===== src/rtl/face_box_tracker_if.sv =====
// ============================================================
// face_box_tracker_if : raw box inputs and filtered box outputs
// Revision 1.0
// ============================================================
`default_nettype none

interface face_box_tracker_if;
  logic        per_frame_vsync;
  logic [11:0] x_min;
  logic [11:0] x_max;
  logic [11:0] y_min;
  logic [11:0] y_max;
  logic [11:0] box_x_min;
  logic [11:0] box_x_max;
  logic [11:0] box_y_min;
  logic [11:0] box_y_max;
  logic [11:0] box_cx;
  logic [11:0] box_cy;
  logic        box_valid;
  logic        box_update;
  logic [3:0]  miss_cnt;

  modport master (
    output per_frame_vsync, x_min, x_max, y_min, y_max,
    input  box_x_min, box_x_max, box_y_min, box_y_max,
           box_cx, box_cy, box_valid, box_update, miss_cnt
  );

  modport slave (
    input  per_frame_vsync, x_min, x_max, y_min, y_max,
    output box_x_min, box_x_max, box_y_min, box_y_max,
           box_cx, box_cy, box_valid, box_update, miss_cnt
  );
endinterface

`default_nettype wire


===== src/rtl/face_box_tracker.sv =====
// ============================================================
// face_box_tracker : per-frame face box gating, IIR smoothing and miss tracking
// Revision 1.0
// ============================================================
`default_nettype none

module face_box_tracker #(
  parameter int IMG_HDISP   = 640,
  parameter int IMG_VDISP   = 480,
  parameter int MIN_W       = 16,
  parameter int MIN_H       = 16,
  parameter int ALPHA_SHIFT = 2,
  parameter int MISS_LIMIT  = 4
) (
  input wire                clk,
  input wire                rst_n,
  face_box_tracker_if.slave fb
);

  localparam logic [11:0] c_hdisp      = 12'(IMG_HDISP);
  localparam logic [11:0] c_vdisp      = 12'(IMG_VDISP);
  localparam logic [11:0] c_min_w      = 12'(MIN_W);
  localparam logic [11:0] c_min_h      = 12'(MIN_H);
  localparam logic [3:0]  c_miss_limit = 4'(MISS_LIMIT);

  typedef enum logic [2:0] {
    S_IDLE  = 3'd0,
    S_LATCH = 3'd1,
    S_CHECK = 3'd2,
    S_FILT  = 3'd3,
    S_OUT   = 3'd4
  } state_t;

  state_t state_q, state_d;

  // Coordinate index: 0 = x_min, 1 = x_max, 2 = y_min, 3 = y_max
  logic [3:0][11:0] raw_q, raw_d;
  logic [3:0][11:0] box_q, box_d;
  logic [11:0]      cx_q, cx_d;
  logic [11:0]      cy_q, cy_d;
  logic [3:0]       miss_q, miss_d;
  logic [3:0]       miss_inc;
  logic             vsync_q;
  logic             ok_q, ok_d;
  logic             valid_q, valid_d;
  logic             update_q, update_d;
  logic             eof;
  logic             raw_ok;

  assign eof = vsync_q & ~fb.per_frame_vsync;

  assign raw_ok = (raw_q[1] > raw_q[0]) && (raw_q[3] > raw_q[2]) &&
                  (raw_q[1] < c_hdisp)  && (raw_q[3] < c_vdisp)  &&
                  ((raw_q[1] - raw_q[0]) >= c_min_w) &&
                  ((raw_q[3] - raw_q[2]) >= c_min_h);

  // One IIR step; a nonzero error always moves by at least one pixel so the box converges
  function automatic logic [11:0] iir_step(input logic [11:0] old_v, input logic [11:0] raw_v);
    logic signed [12:0] d;
    logic signed [12:0] s;
    logic        [12:0] sum;
    d = $signed({1'b0, raw_v}) - $signed({1'b0, old_v});
    s = d >>> ALPHA_SHIFT;
    if ((s == '0) && (d != '0)) begin
      s = d[12] ? -13'sd1 : 13'sd1;
    end
    sum = {1'b0, old_v} + s;
    return sum[11:0];
  endfunction

  always_comb begin
    state_d  = state_q;
    raw_d    = raw_q;
    ok_d     = ok_q;
    box_d    = box_q;
    valid_d  = valid_q;
    miss_d   = miss_q;
    update_d = 1'b0;
    miss_inc = (miss_q == 4'd15) ? 4'd15 : miss_q + 4'd1;

    case (state_q)
      S_IDLE: begin
        if (eof) begin
          state_d = S_LATCH;
        end
      end
      S_LATCH: begin
        raw_d   = {fb.y_max, fb.y_min, fb.x_max, fb.x_min};
        state_d = S_CHECK;
      end
      S_CHECK: begin
        ok_d    = raw_ok;
        state_d = S_FILT;
      end
      S_FILT: begin
        if (ok_q) begin
          if (!valid_q) begin
            box_d   = raw_q;
            valid_d = 1'b1;
          end else begin
            for (int i = 0; i < 4; i++) begin
              box_d[i] = iir_step(box_q[i], raw_q[i]);
            end
          end
          miss_d = 4'd0;
        end else begin
          miss_d = miss_inc;
          if (miss_inc >= c_miss_limit) begin
            valid_d = 1'b0;
          end
        end
        update_d = 1'b1;
        state_d  = S_OUT;
      end
      S_OUT: begin
        state_d = S_IDLE;
      end
      default: begin
        state_d = S_IDLE;
      end
    endcase

    // Centre registers on the FILT->OUT edge so it is valid for the whole strobe cycle
    cx_d = (state_q == S_FILT) ? 12'(({1'b0, box_d[0]} + {1'b0, box_d[1]}) >> 1) : cx_q;
    cy_d = (state_q == S_FILT) ? 12'(({1'b0, box_d[2]} + {1'b0, box_d[3]}) >> 1) : cy_q;
  end

  always_ff @(posedge clk or negedge rst_n) begin
    if (!rst_n) begin
      state_q <= S_IDLE;
    end else begin
      state_q <= state_d;
    end
  end

  always_ff @(posedge clk or negedge rst_n) begin
    if (!rst_n) begin
      vsync_q  <= 1'b0;
      raw_q    <= '0;
      ok_q     <= 1'b0;
      box_q    <= '0;
      cx_q     <= '0;
      cy_q     <= '0;
      valid_q  <= 1'b0;
      miss_q   <= 4'd0;
      update_q <= 1'b0;
    end else begin
      vsync_q  <= fb.per_frame_vsync;
      raw_q    <= raw_d;
      ok_q     <= ok_d;
      box_q    <= box_d;
      cx_q     <= cx_d;
      cy_q     <= cy_d;
      valid_q  <= valid_d;
      miss_q   <= miss_d;
      update_q <= update_d;
    end
  end

  assign fb.box_x_min  = box_q[0];
  assign fb.box_x_max  = box_q[1];
  assign fb.box_y_min  = box_q[2];
  assign fb.box_y_max  = box_q[3];
  assign fb.box_cx     = cx_q;
  assign fb.box_cy     = cy_q;
  assign fb.box_valid  = valid_q;
  assign fb.box_update = update_q;
  assign fb.miss_cnt   = miss_q;

endmodule

`default_nettype wire

===== src/flat_wrapper.sv =====
// flat-port wrapper written by rule: the top's interface ports become plain ports
module face_box_tracker_flat 
#(
  parameter int IMG_HDISP   = 640,
  parameter int IMG_VDISP   = 480,
  parameter int MIN_W       = 16,
  parameter int MIN_H       = 16,
  parameter int ALPHA_SHIFT = 2,
  parameter int MISS_LIMIT  = 4
)
  (clk, rst_n, fb_per_frame_vsync, fb_x_min, fb_x_max, fb_y_min, fb_y_max, fb_box_x_min, fb_box_x_max, fb_box_y_min, fb_box_y_max, fb_box_cx, fb_box_cy, fb_box_valid, fb_box_update, fb_miss_cnt);
  face_box_tracker_if fb_i ();
  input wire clk;
  input wire rst_n;
  input wire logic [$bits(fb_i.per_frame_vsync)-1:0] fb_per_frame_vsync;
  input wire logic [$bits(fb_i.x_min)-1:0] fb_x_min;
  input wire logic [$bits(fb_i.x_max)-1:0] fb_x_max;
  input wire logic [$bits(fb_i.y_min)-1:0] fb_y_min;
  input wire logic [$bits(fb_i.y_max)-1:0] fb_y_max;
  output wire logic [$bits(fb_i.box_x_min)-1:0] fb_box_x_min;
  output wire logic [$bits(fb_i.box_x_max)-1:0] fb_box_x_max;
  output wire logic [$bits(fb_i.box_y_min)-1:0] fb_box_y_min;
  output wire logic [$bits(fb_i.box_y_max)-1:0] fb_box_y_max;
  output wire logic [$bits(fb_i.box_cx)-1:0] fb_box_cx;
  output wire logic [$bits(fb_i.box_cy)-1:0] fb_box_cy;
  output wire logic [$bits(fb_i.box_valid)-1:0] fb_box_valid;
  output wire logic [$bits(fb_i.box_update)-1:0] fb_box_update;
  output wire logic [$bits(fb_i.miss_cnt)-1:0] fb_miss_cnt;
  assign fb_i.per_frame_vsync = fb_per_frame_vsync;
  assign fb_i.x_min = fb_x_min;
  assign fb_i.x_max = fb_x_max;
  assign fb_i.y_min = fb_y_min;
  assign fb_i.y_max = fb_y_max;
  assign fb_box_x_min = fb_i.box_x_min;
  assign fb_box_x_max = fb_i.box_x_max;
  assign fb_box_y_min = fb_i.box_y_min;
  assign fb_box_y_max = fb_i.box_y_max;
  assign fb_box_cx = fb_i.box_cx;
  assign fb_box_cy = fb_i.box_cy;
  assign fb_box_valid = fb_i.box_valid;
  assign fb_box_update = fb_i.box_update;
  assign fb_miss_cnt = fb_i.miss_cnt;
  face_box_tracker #(.IMG_HDISP(IMG_HDISP), .IMG_VDISP(IMG_VDISP), .MIN_W(MIN_W), .MIN_H(MIN_H), .ALPHA_SHIFT(ALPHA_SHIFT), .MISS_LIMIT(MISS_LIMIT)) u_core (.clk(clk), .rst_n(rst_n), .fb(fb_i));
endmodule

===== config.mk =====
export PLATFORM = sky130hd
export DESIGN_NAME = face_box_tracker_flat
export DESIGN_NICKNAME = d
export VERILOG_FILES = /design/src/rtl/face_box_tracker_if.sv /design/src/rtl/face_box_tracker.sv /design/src/flat_wrapper.sv
export SDC_FILE = /design/constraint.sdc
export NUM_CORES = 1
export LEC_CHECK = 0
export CORE_ASPECT_RATIO = 1.5
export CORE_MARGIN = 3
export CORE_UTILIZATION = 52
export CTS_CLUSTER_DIAMETER = 150
export CTS_CLUSTER_SIZE = 20
export DETAILED_ROUTE_END_ITERATION = 7
export GPL_ROUTABILITY_DRIVEN = 0
export HOLD_SLACK_MARGIN = 0.08
export PLACE_DENSITY_LB_ADDON = 0.15
export RECOVER_POWER = 100
export SLEW_MARGIN = 0
export SYNTH_ARGS = -nofsm -noshare
export SYNTH_HDL_FRONTEND = slang
export SYNTH_SLANG_ARGS = --single-unit

===== constraint.sdc =====
create_clock -name clk -period 6.1 [get_ports clk]
set_input_delay 1.22 -clock clk [delete_from_list [all_inputs] [get_ports clk]]
set_output_delay 1.22 -clock clk [all_outputs]
set_load 0.005 [all_outputs]

==> out/summary.log, run 1 <==
[outcome] run status complete, but fails checks
[outcome] failing checks capacitance limit, slew limit
[clock_tree] clk buf depth 2
[setup_path] critical path endpoint category flip-flop
[finish] fraction of the core area covered by cells at the end of the flow 66.5%
[power] leakage power 6.60 nW
[floorplan] Std-Cell Core Area 21100 um^2
[drt] Pre-antenna DRT Iters 5
[synthesis] area fraction of the dominant cell type after synthesis 29.2%
[floorplan] die width 126 um
[setup_path] type of the setup path with the least slack reg -> reg
[finish] Inserted Diodes 0
[drt] routed vias 10500
[clock_tree] CTS tree yes
[setup_path] Data required, critical path 6.40 ns
[synthesis] synthesized-area fraction occupied by and/or/nand/nor cells 15.2%
[synthesis] Post-Synth XOR/XNOR Area 6.23%
[synthesis] mean instance size in the synthesized netlist 8.48 um^2
[sta] min cycle time layout 5.80 ns
[global_routing] largest net degree at the start of global routing 86
[drt] drt via density 5.83
[global_routing] first-pass GRT wire length 53000 um
[job] max-cap violation count 2
[min_path] Worst Hold Launch u_core.fb.box_cy[3]$_DFFE_PN0P_
[synthesis] adder and majority gate portion of the synthesized area 17.8%
[power] power density of the placed cells 593 nW/um^2
[setup_path] data arrival time at the worst-slack endpoint 6.09 ns
[setup_path] longest individual stage delay on the worst path 0.44 ns
[sta] relative max-transition margin -178%
[clock_tree] CTS HTree Levels 4
[placement] Detail Placement HPWL 26500 um
[floorplan] placement row count 65
[setup_path] Crit Reg-Reg Endpoint u_core.fb.box_cy[10]$_DFFE_PN0P_
[synthesis] cell accounting for the most synthesized area sky130_fd_sc_hd__dfrtp_1
[finish] relative area change from synthesis to final layout 25.2%
[placement] placed cell areas 13300 um^2
[sta] number of hold violations in the final report 0
[global_routing] GRT overflow 0
[drt] Wirelength per Cell 18.8 um
[floorplan] DIE HEIGHT 186 um
[synthesis] yosys warns 0
[min_path] Endpoint, Worst Hold u_core.fb.box_cy[3]$_DFFE_PN0P_
[floorplan] total I/O pin count 129
[synthesis] ranking of synthesized cells by area sky130_fd_sc_hd__dfrtp_1, sky130_fd_sc_hd__ha_1, sky130_fd_sc_hd__o21ai_0, sky130_fd_sc_hd__nand2_1, sky130_fd_sc_hd__a21oi_1
[synthesis] proportion of synthesized flip-flops having asynchronous set or reset 100%
[global_routing] via count of the first global-routing pass 10400
[synthesis] dominant combinational cell family by area after synthesis compound AO/OA/AOI/OAI gates
[finish] summed area of non-filler cells in the final layout 14100 um^2
[synthesis] Post-Synthesis Cells 1325
[synthesis] Seq/Total Area, Yosys 29.2%
[global_routing] global-route track usage on met3 3.65%
[global_routing] grt met1 use 29.4%
[clock_tree] later-pin clock latency in the skew report 0.43 ns
[sta] Post-Route Skew 0.00691 ns
[sta] final count of negative-setup-slack endpoints 0
[finish] final cell count without fillers 1800
[power] IR Drop Worst-Case VDD 0.000319 V
[sta] FMAX 173 MHz
[finish] share of post-route cells with drive strength above 1 12.7%
[synthesis] nets in the synthesized netlist 1529
[setup_path] slack of the worst reg-to-reg path 0.30 ns
[power] Pwr Total 8.35 mW
[placement] port bufs 128
[global_routing] overall routing resource usage 28.7%
[sta] setup repair after global routing missed its margin yes
[clock_tree] clk slew on worst S/H paths 0.06 ns
[global_routing] most congested layer reported by global routing met2
[clock_tree] number of buffers added to fix hold violations after cts 0
[sta] final clock period utilization by the worst path 95.0%
[placement] total instance count after detailed placement 1766
[drt] DRC violation count after routing 0
[finish] post-layout net count 1724
[synthesis] count of flip-flops with a built-in enable after synthesis 0
[synthesis] top cells by count, synth sky130_fd_sc_hd__nand2_1, sky130_fd_sc_hd__ha_1, sky130_fd_sc_hd__dfrtp_1
[sta] Worst-Margin Slew 4.17 ns
[synthesis] cell area after synthesis 11200 um^2
[global_routing] antenna violations before repair 0
[drt] antenna-violating nets left 0
[clock_tree] clk sink count 131
[synthesis] most repeated cell in the gate-level netlist after synthesis sky130_fd_sc_hd__nand2_1
[floorplan] die outline area 23400 um^2
[min_path] number of stages on the worst hold path 2
[synthesis] portion of netlist area occupied by mux cells 4.78%
[clock_tree] cell at the root of the clock tree sky130_fd_sc_hd__clkbuf_16
[drt] total routed wirelength 33900 um
[floorplan] Starting Density 53.1%
[sta] count of final max-slew check failures 163
[setup_path] Critical-path top delay cell sky130_fd_sc_hd__or4_4
[setup_path] worst-case reg-to-reg path depth 30
[drt] number of DRC violations after detailed-routing iteration 0 511
[global_routing] met2 Resource Use GR 51.3%
[setup_path] Worst Path Max Fanout 5
[clock_tree] cts bufs inserted 17
[synthesis] Most used DFF post-synth sky130_fd_sc_hd__dfrtp_1
[setup_path] type of element launching the critical path flip-flop
[min_path] type of the tightest min-delay check reg -> reg
[setup_path] FF-to-FF Start u_core.fb.box_y_min[1]$_DFF_PN0_
[synthesis] Synth Area in Compound Gates 21.9%
[synthesis] post-synth cell types 62
[synthesis] count of state elements after synthesis 131
==> worst max-delay path: cells and delay by family, from the launching register on <==
kind                     cells  cell delay (ns)
AND/OR/NAND/NOR              7             1.13
adder cells (fa/ha/maj)      4             1.29
AO/OA/AOI/OAI               14             2.15
flip-flops                   1             0.42
XOR/XNOR                     2             0.30
buffers and inverters        3             0.36
==> cells in the final DEF (no fill, tap or decap), types with 11 or more instances in the layout <==
| master | count |
|---|---|
| sky130_fd_sc_hd__nor2_1 | 77 |
| sky130_fd_sc_hd__dlygate4sd3_1 | 70 |
| sky130_fd_sc_hd__a21oi_1 | 82 |
| sky130_fd_sc_hd__a21o_1 | 36 |
| sky130_fd_sc_hd__xor2_1 | 30 |
| sky130_fd_sc_hd__a31oi_1 | 13 |
| sky130_fd_sc_hd__a21oi_2 | 13 |
| sky130_fd_sc_hd__nand3_1 | 17 |
| sky130_fd_sc_hd__nor3_1 | 33 |
| sky130_fd_sc_hd__and3_1 | 11 |
| sky130_fd_sc_hd__a211oi_1 | 18 |
| sky130_fd_sc_hd__o21ai_0 | 110 |
| sky130_fd_sc_hd__nor2b_1 | 22 |
| sky130_fd_sc_hd__inv_1 | 108 |
| sky130_fd_sc_hd__mux2_2 | 20 |
| sky130_fd_sc_hd__mux2i_1 | 30 |
| sky130_fd_sc_hd__o21ai_2 | 11 |
| sky130_fd_sc_hd__buf_4 | 77 |
| sky130_fd_sc_hd__clkdlybuf4s50_1 | 57 |
| sky130_fd_sc_hd__clkbuf_16 | 17 |
| sky130_fd_sc_hd__xnor2_1 | 49 |
| sky130_fd_sc_hd__o21ai_1 | 24 |
| sky130_fd_sc_hd__dfrtp_1 | 129 |
| sky130_fd_sc_hd__nand2b_1 | 12 |
| sky130_fd_sc_hd__o21a_1 | 13 |
| sky130_fd_sc_hd__nand2_1 | 146 |
| sky130_fd_sc_hd__ha_1 | 136 |
==> through the flow <==
stage / hold slack, ns / TNS [ns] / setup slack, ns
after floorplan: 0.459 / 0 / 0.203
after global placement: 0.461 / 0 / 0.0857
after detailed placement: 0.472 / -0.171 / -0.0774
after CTS: 0.486 / 0 / 0.0108
after global routing: 0.512 / -0.202 / -0.0617
final: 0.474 / 0 / 0.305
==> kinds of logic after synthesis <==
kind of cell	count (synthesis)
compound gates	399
xor+xnor	80
simple gates	367
buf+inv	144
fa+ha+maj	153
mux	51
flops	131
==> cell type report <==
cell class | instances | area (um^2)
Clock buffer | 19 | 443
Clock inverter | 12 | 135
Fill cell | 1825 | 7080
Inverter | 110 | 413
Multi-Input combinational cell | 1050 | 7580
Sequential cell | 131 | 3280
Tap cell | 268 | 335
Timing Repair Buffer | 210 | 1880
==> sequential cells by signal, indices dropped and copies added (netlist names), 3 cells and up <==
| register | flops |
|---|---|
| u_core.fb.box_cx | 12 |
| u_core.fb.box_cy | 12 |
| u_core.fb.box_x_max | 12 |
| u_core.fb.box_x_min | 12 |
| u_core.fb.box_y_max | 12 |
| u_core.fb.box_y_min | 12 |
| u_core.fb.miss_cnt | 4 |
| u_core.raw_q | 48 |
| u_core.state_q | 3 |
==> power breakdown <==
| part | switching [mW] | internal [mW] | leakage (nW) |
|---|---|---|---|
| clock | 0.424 | 0.611 | 0.271 |
| sequential | 0.421 | 1.19 | 1.72 |
| combinational | 3.13 | 2.56 | 4.61 |
==> layer usage <==
| metal | vias up | routed length (um) |
|---|---|---|
| li1 | 5112 | - |
| met1 | 4972 | 12100 |
| met2 | 270 | 17500 |
| met3 | 140 | 955 |
| met4 | 0 | 3370 |
| met5 | - | 0 |
==> what timing repair did <==
action | in CTS | in global routing
gates resized for setup | 3 | 66
setup endpoints to repair | 3 | 16
buffers inserted | 0 | 3
pin swaps | 2 | 21
==> worst max path at each step <==
stage,slack (ns),to,from,cells past startpoint
after floorplan,0.20,u_core.fb.box_cy[10]$_DFFE_PN0P_,u_core.fb.box_y_min[0]$_DFF_PN0_,30
after global placement,0.09,u_core.fb.box_cy[10]$_DFFE_PN0P_,u_core.fb.box_y_min[0]$_DFF_PN0_,30
after detailed placement,-0.08,u_core.fb.box_cy[10]$_DFFE_PN0P_,u_core.fb.box_y_min[0]$_DFF_PN0_,30
after CTS,0.01,u_core.fb.box_cy[10]$_DFFE_PN0P_,u_core.fb.box_y_min[0]$_DFF_PN0_,30
after global routing,-0.06,u_core.fb.box_cy[9]$_DFFE_PN0P_,u_core.fb.box_y_min[1]$_DFF_PN0_,31
final,0.30,u_core.fb.box_cy[10]$_DFFE_PN0P_,u_core.fb.box_y_min[1]$_DFF_PN0_,30
No activity file was read; power rests on OpenSTA's default activity.
==> run 2, diff against run 1 <==
==> constraint.sdc (replaced) <==
create_clock -name clk -period 6.1 [get_ports clk]
set_input_delay 0.915 -clock clk [delete_from_list [all_inputs] [get_ports clk]]
set_output_delay 0.915 -clock clk [all_outputs]
set_load 0.005 [all_outputs]
==> run 2 against run 1 <==
The run still ends with capacitance limit, slew limit left. Combinational power is essentially flat. Global-route usage is the same. Power is essentially flat. Critical endpoint unchanged. Largest power group unchanged.
==> out/summary.log, run 2 (synthesized netlist as in run 1, its figures left out) <==
[sta] Post-Route Skew 0.00691 ns [unchanged]
[sta] FMAX 173 MHz [unchanged]
[floorplan] Std-Cell Core Area 21100 um^2 [unchanged]
[clock_tree] CTS tree yes
[setup_path] capturing element of the worst setup path u_core.fb.box_cy[10]$_DFFE_PN0P_
[setup_path] Critical path buffers and inverters 3 [unchanged]
[floorplan] DIE HEIGHT 186 um [unchanged]
[setup_path] type of the setup path with the least slack reg -> reg
[finish] summed area of non-filler cells in the final layout 14100 um^2 [unchanged]
[finish] final cell count without fillers 1800 [unchanged]
[placement] port bufs 128 [unchanged]
[placement] total instance count after detailed placement 1766 [unchanged]
[sta] min cycle time layout 5.80 ns [unchanged]
[clock_tree] number of buffers added to fix hold violations after cts 0 [unchanged]
[outcome] failing checks capacitance limit, slew limit
[drt] number of DRC violations after detailed-routing iteration 0 515 [+0.78%]
[job] max-cap violation count 2 [unchanged]
[floorplan] placement row count 65 [unchanged]
[sta] number of hold violations in the final report 0 [unchanged]
[power] leakage power 6.60 nW [about the same]
[drt] routed vias 10500 [-0.0095%]
[finish] commonest non-fill, non-tap cells in the layout sky130_fd_sc_hd__nand2_1, sky130_fd_sc_hd__ha_1, sky130_fd_sc_hd__dfrtp_1
[global_routing] first-pass GRT wire length 53000 um [unchanged]
[drt] Wirelength per Cell 18.8 um [about the same]
[sta] setup repair after global routing missed its margin yes
[sta] relative max-transition margin -178% [-0.24 points]
[clock_tree] clk slew on worst S/H paths 0.06 ns [about the same]
[drt] antenna-violating nets left 0 [unchanged]
[setup_path] longest individual stage delay on the worst path 0.44 ns [about the same]
[outcome] run status complete, but fails checks
[setup_path] number of logic stages on the critical path including buffering 30 [unchanged]
[setup_path] type of element launching the critical path flip-flop
[clock_tree] cts bufs inserted 17 [unchanged]
[sta] final clock period utilization by the worst path 95.0% [unchanged]
[clock_tree] clk sink count 131 [unchanged]
[sta] count of final max-slew check failures 163 [unchanged]
[min_path] type of the tightest min-delay check reg -> reg
[setup_path] worst-case reg-to-reg path depth 30 [unchanged]
[clock_tree] later-pin clock latency in the skew report 0.43 ns [about the same]
[setup_path] Worst Path Max Fanout 5 [unchanged]
[floorplan] die outline area 23400 um^2 [unchanged]
[sta] Worst Hold Margin 0.474 ns [unchanged]
[finish] flip-flop count of the largest register after layout 48 [unchanged]
[setup_path] FF-to-FF Start u_core.fb.box_y_min[1]$_DFF_PN0_
[global_routing] GRT overflow 0 [unchanged]
[finish] sequential cell area 3280 um^2 [unchanged]
[finish] post-layout net count 1724 [unchanged]
[floorplan] die width 126 um [unchanged]
[placement] Detail Placement HPWL 26500 um [unchanged]
[finish] layout filler cell count 1825 [unchanged]
[drt] total routed wirelength 33900 um [about the same]
[floorplan] total I/O pin count 129 [unchanged]
[global_routing] overall routing resource usage 28.7% [unchanged]
[clock_tree] CTS HTree Levels 4 [unchanged]
[finish] Inserted Diodes 0 [unchanged]
[finish] Most flops, register u_core.raw_q
[power] IR Drop Worst-Case VDD 0.000319 V [about the same]
[setup_path] Crit Reg-Reg Endpoint u_core.fb.box_cy[10]$_DFFE_PN0P_
[setup_path] launching instance or port of the critical path u_core.fb.box_y_min[1]$_DFF_PN0_
[clock_tree] cell at the root of the clock tree sky130_fd_sc_hd__clkbuf_16
[setup_path] data arrival time at the worst-slack endpoint 6.09 ns [about the same]
[finish] most common cell after layout, fill and taps aside sky130_fd_sc_hd__nand2_1
[global_routing] via count of the first global-routing pass 10400 [unchanged]
[placement] placed cell areas 13300 um^2 [unchanged]
[setup_path] slack of the worst reg-to-reg path 0.30 ns [about the same]
[power] Pwr Total 8.35 mW [about the same]
[global_routing] largest net degree at the start of global routing 86 [unchanged]
[setup_path] critical path endpoint category flip-flop
[drt] drt via density 5.83 [about the same]
[finish] relative area change from synthesis to final layout 25.2% [unchanged]
[finish] multi-input gate area in the final layout 7580 um^2 [unchanged]
[drt] Pre-antenna DRT Iters 5 [unchanged]
[sta] final count of negative-setup-slack endpoints 0 [unchanged]
[drt] DRC violation count after routing 0 [unchanged]
[setup_path] Critical-path top delay cell sky130_fd_sc_hd__or4_4
[floorplan] Starting Density 53.1% [unchanged]
[setup_path] Data required, critical path 6.40 ns [about the same]
[setup_path] crit-path leading delay family compound AO/OA/AOI/OAI gates
[sta] Worst-Margin Slew 4.17 ns [+0.00361 ns]
[global_routing] antenna violations before repair 0 [unchanged]
[finish] share of post-route cells with drive strength above 1 12.7% [unchanged]
[power] power density of the placed cells 593 nW/um^2 [about the same]
[clock_tree] clk buf depth 2 [unchanged]
==> run 2: timing repair <==
action                     CTS  global route
gates resized for setup      3            66
setup buffers                0             3
pin swaps                    2            21
hold endpoints to repair     0             0
gates cloned                 0             0
setup endpoints to repair    3            16
==> run 2: where the power goes <==
group | leakage (nW) | total, mW | internal [mW] | switching, mW
logic | 4.61 | 5.70 | 2.56 | 3.13
clock network | 0.271 | 1.03 | 0.611 | 0.424
registers | 1.72 | 1.61 | 1.19 | 0.421
==> run 2: final cells by class <==
cell class,count,area share (%)
inverter,110,2.94
clock buffer,19,3.15
tap,268,2.38
sequential,131,23.3
multi-input combinational,1050,53.9
timing repair buffer,210,13.4
clock inverter,12,0.961
==> run 2: worst min-delay path: stages, from the launching register on <==
cell	delay [ns]
sky130_fd_sc_hd__dfrtp_1	0.33
sky130_fd_sc_hd__nand2_1	0.04
sky130_fd_sc_hd__o21ai_0	0.06
==> run 2: layer usage <==
layer	GRT usage [%]	part of all wire [%]
met4	24.5	9.9
met2	51.3	52
met1	29.4	36
met3	3.65	2.8
met5	0	0
==> run 2: how the worst min path moves through the flow <==
stage / from / end / cells after the start
finish: u_core.fb.box_cy[3]$_DFFE_PN0P_ / u_core.fb.box_cy[3]$_DFFE_PN0P_ / 2
global route: u_core.fb.box_cy[3]$_DFFE_PN0P_ / u_core.fb.box_cy[3]$_DFFE_PN0P_ / 2
CTS: u_core.fb.box_cy[3]$_DFFE_PN0P_ / u_core.fb.box_cy[3]$_DFFE_PN0P_ / 2
detailed placement: u_core.fb.box_cy[3]$_DFFE_PN0P_ / u_core.fb.box_cy[3]$_DFFE_PN0P_ / 2
global placement: u_core.fb.box_cy[0]$_DFFE_PN0P_ / u_core.fb.box_cy[0]$_DFFE_PN0P_ / 2
floorplan: u_core.state_q[2]$_DFFE_PN0P_ / u_core.state_q[1]$_DFFE_PN0P_ / 1
==> run 2: per-stage QoR <==
| step | setup TNS (ns) | setup WS [ns] | utilization (%) |
|---|---|---|---|
| 6_report | 0 | 0.305 | 66.5 |
| 5_1_grt | -0.202 | -0.0617 | 66.5 |
| 4_1_cts | 0 | 0.0108 | 65.8 |
| 3_5_place_dp | -0.171 | -0.0774 | 63.0 |
| 3_3_place_gp | 0 | 0.0857 | 63.0 |
| 2_1_floorplan | 0 | 0.203 | - |
==> edit (settings of run 1) <==
Take the reset off `cy_q` and load it in a clocked block of its own.
--- a/src/rtl/face_box_tracker.sv
+++ b/src/rtl/face_box_tracker.sv
@@ -141,5 +141,4 @@
       box_q    <= '0;
       cx_q     <= '0;
-      cy_q     <= '0;
       valid_q  <= 1'b0;
       miss_q   <= 4'd0;
@@ -151,9 +150,12 @@
       box_q    <= box_d;
       cx_q     <= cx_d;
-      cy_q     <= cy_d;
       valid_q  <= valid_d;
       miss_q   <= miss_d;
       update_q <= update_d;
     end
+  end
+
+  always_ff @(posedge clk) begin
+    cy_q <= cy_d;
   end
 
Check against the original RTL: differs if rst_n is asserted again (counterexample within 10 cycles, from zero or initial values and one cycle with rst_n low); with rst_n held inactive, the same outputs for 10 cycles.
==> edit against run 1 <==
  * The flow finishes with violations (setup timing)
  * Largest cell class unchanged
  * First-iteration DRC count is 27% higher
  * Hold slack improved by 0.010 ns
  * Wire length up 9.5%
  * Synthesized area increased by 1.6%
  * Worst setup slack lost 0.31 ns
  * Power increased by 8.3%
  * Sequential share of layout area decreased by 1.5 points
  * Fmax shrank 5.1%
  * Critical path depth down 3
  * Sequential cell count did not move
  * Count of clock-buffer cells in the layout down 1
  * Cell area grew 8.9%
==> edit: results (changes against run 1) <==
status finished with violations; failing checks setup timing; Area contributors post-synth dfrtp_1 (26%), ha_1 (15%), o21ai_0 (4.6%); HP Start u_core.fb.box_cx[3]; yosys warns 0 (unchanged); Post-Synth XOR/XNOR Area 5.68% (-0.56 points); clk_lat worst skew 0.43 ns (about the same); DR top layer met4; detailed-route wire length 37.1 mm (+9.5%); Hold Path Class flop to flop; Leakage 0.00696 µW (+5.4%); Worst Path Arrival 6.42 ns (+0.33 ns); Post-Place Cells 1,857 (+5.2%); wire length per cell 19.5 µm (+3.5%); top cells by count, synth ha_1 (141), nand2_1 (129), dfrtp_1 (119); worst-path cell with the longest stage delay or4_1; DRT iter0 DRCs 648 (+27%); Max Buffers Root-to-Sink 2 (unchanged); Vias 11,300 (+7.7%); gr usage total 30.8% (+2.1 points); share of cells above drive strength 1 20.4% (+7.7 points); Detailed Place HPWL 28.3 mm (+6.8%); slew margin rel. 34.2% (+210 points); DR WL met3 1.39 mm (+45%); met2 wire length 18.5 mm (+5.7%); final hold slack 0.484 ns (+0.0104 ns); worst setup path startpoint u_core.raw_q[1]; setup violators final 1 (+1); first-pass GRT wire length 57.9 mm (+9.3%); max incr delay on CP 0.53 ns (+0.09 ns); EDFF count, synth 12 (+12); reg2reg path depth 27 (-10%); VDD IR max 305 µV (-4.3%); WHS Path Cells 2 (unchanged); post-synthesis sequential area ratio 29.2% (+0.066 points); Worst Path Max Fanout 3 (-2); post-synth net total 1,535 (+0.39%); RR Endpoint u_core.fb.box_cx[10]; worst setup margin -0.00647 ns (-0.311 ns); metal1 wirelength 13.3 mm (+10%); post-synthesis compound-gate area fraction 22.2% (+0.27 points); library cells used by synthesis 75 (+21%); Final nets 1,827 (+6.0%); mux cell area share after synthesis 4.36% (-0.42 points); Post-Synth Adder-Cell Area 17.6% (-0.28 points); vias in the first global route 11,500 (+11%); setup TNS -0.00647 ns (-0.00647 ns); dpl ws -0.252 ns (-0.175 ns); hold endpoint u_core.fb.box_cx[3]; port buffer count 128 (unchanged); syn_area_per_cell 8.58 µm² (+1.1%); placed cell areas 14,100 µm² (+6.2%); clk_skew 0.00738 ns (+0.000475 ns); Filler cells 1,708 (-6.4%); register area 3340 µm² (+1.8%); ys async rst share 90.8% (-9.2 points); htree depth 4 (unchanged); largest net degree at the start of global routing 77 (-10%)
## edit: critical path: cells and delay by family, from the launching register on
kind	cells	cell delay [ns]
compound gates	12	2.31
simple gates	8	2.03
fa+ha+maj	4	0.79
flops	1	0.42
buf+inv	2	0.34
xor+xnor	1	0.09
## edit: logic make-up after synthesis
kind of cell / after synthesis
compound gates: 396
simple gates: 379
fa+ha+maj: 153
buf+inv: 151
flops: 131
xor+xnor: 74
mux: 47
## edit: per-layer routing
| metal | global-route usage, % | up-vias |
|---|---|---|
| li1 | - | 5380 |
| met1 | 32.1 | 5351 |
| met2 | 53.2 | 389 |
| met3 | 4.03 | 178 |
| met4 | 27.0 | 0 |
| met5 | 0 | - |
## edit: power by group
| group | leakage (µW) | internal (µW) | switching, µW |
|---|---|---|---|
| logic | 0.00502 | 3000 | 3440 |
| registers | 0.00167 | 1210 | 367 |
| clock network | 0.000274 | 587 | 438 |
## edit: cell type report
cell class                      instances  share of cell area [%]
Tap cell                              268                    2.19
Timing Repair Buffer                  308                    17.2
Clock buffer                           18                    2.94
Inverter                              116                    2.84
Clock inverter                         14                   0.833
Multi-Input combinational cell       1049                    52.2
Sequential cell                       131                    21.8
## edit: worst max path at each step
stage                                      end  slack (ns)  depth (start not counted)
after global routing      u_core.fb.box_cx[10]       -0.27                         28
after global placement    u_core.fb.box_cx[10]       -0.11                         28
after detailed placement  u_core.fb.box_cx[10]       -0.25                         28
after floorplan           u_core.fb.box_cx[10]        0.09                         28
final                     u_core.fb.box_cx[10]      -0.006                         27
after CTS                 u_core.fb.box_cy[10]        0.01                         27
## edit: what timing repair did
item | 4_1_cts | 5_1_grt
setup buffers | 7 | 9
gates resized for setup | 36 | 80
cloned | 0 | 0
pin swaps | 24 | 46
setup endpoints to repair | 8 | 13
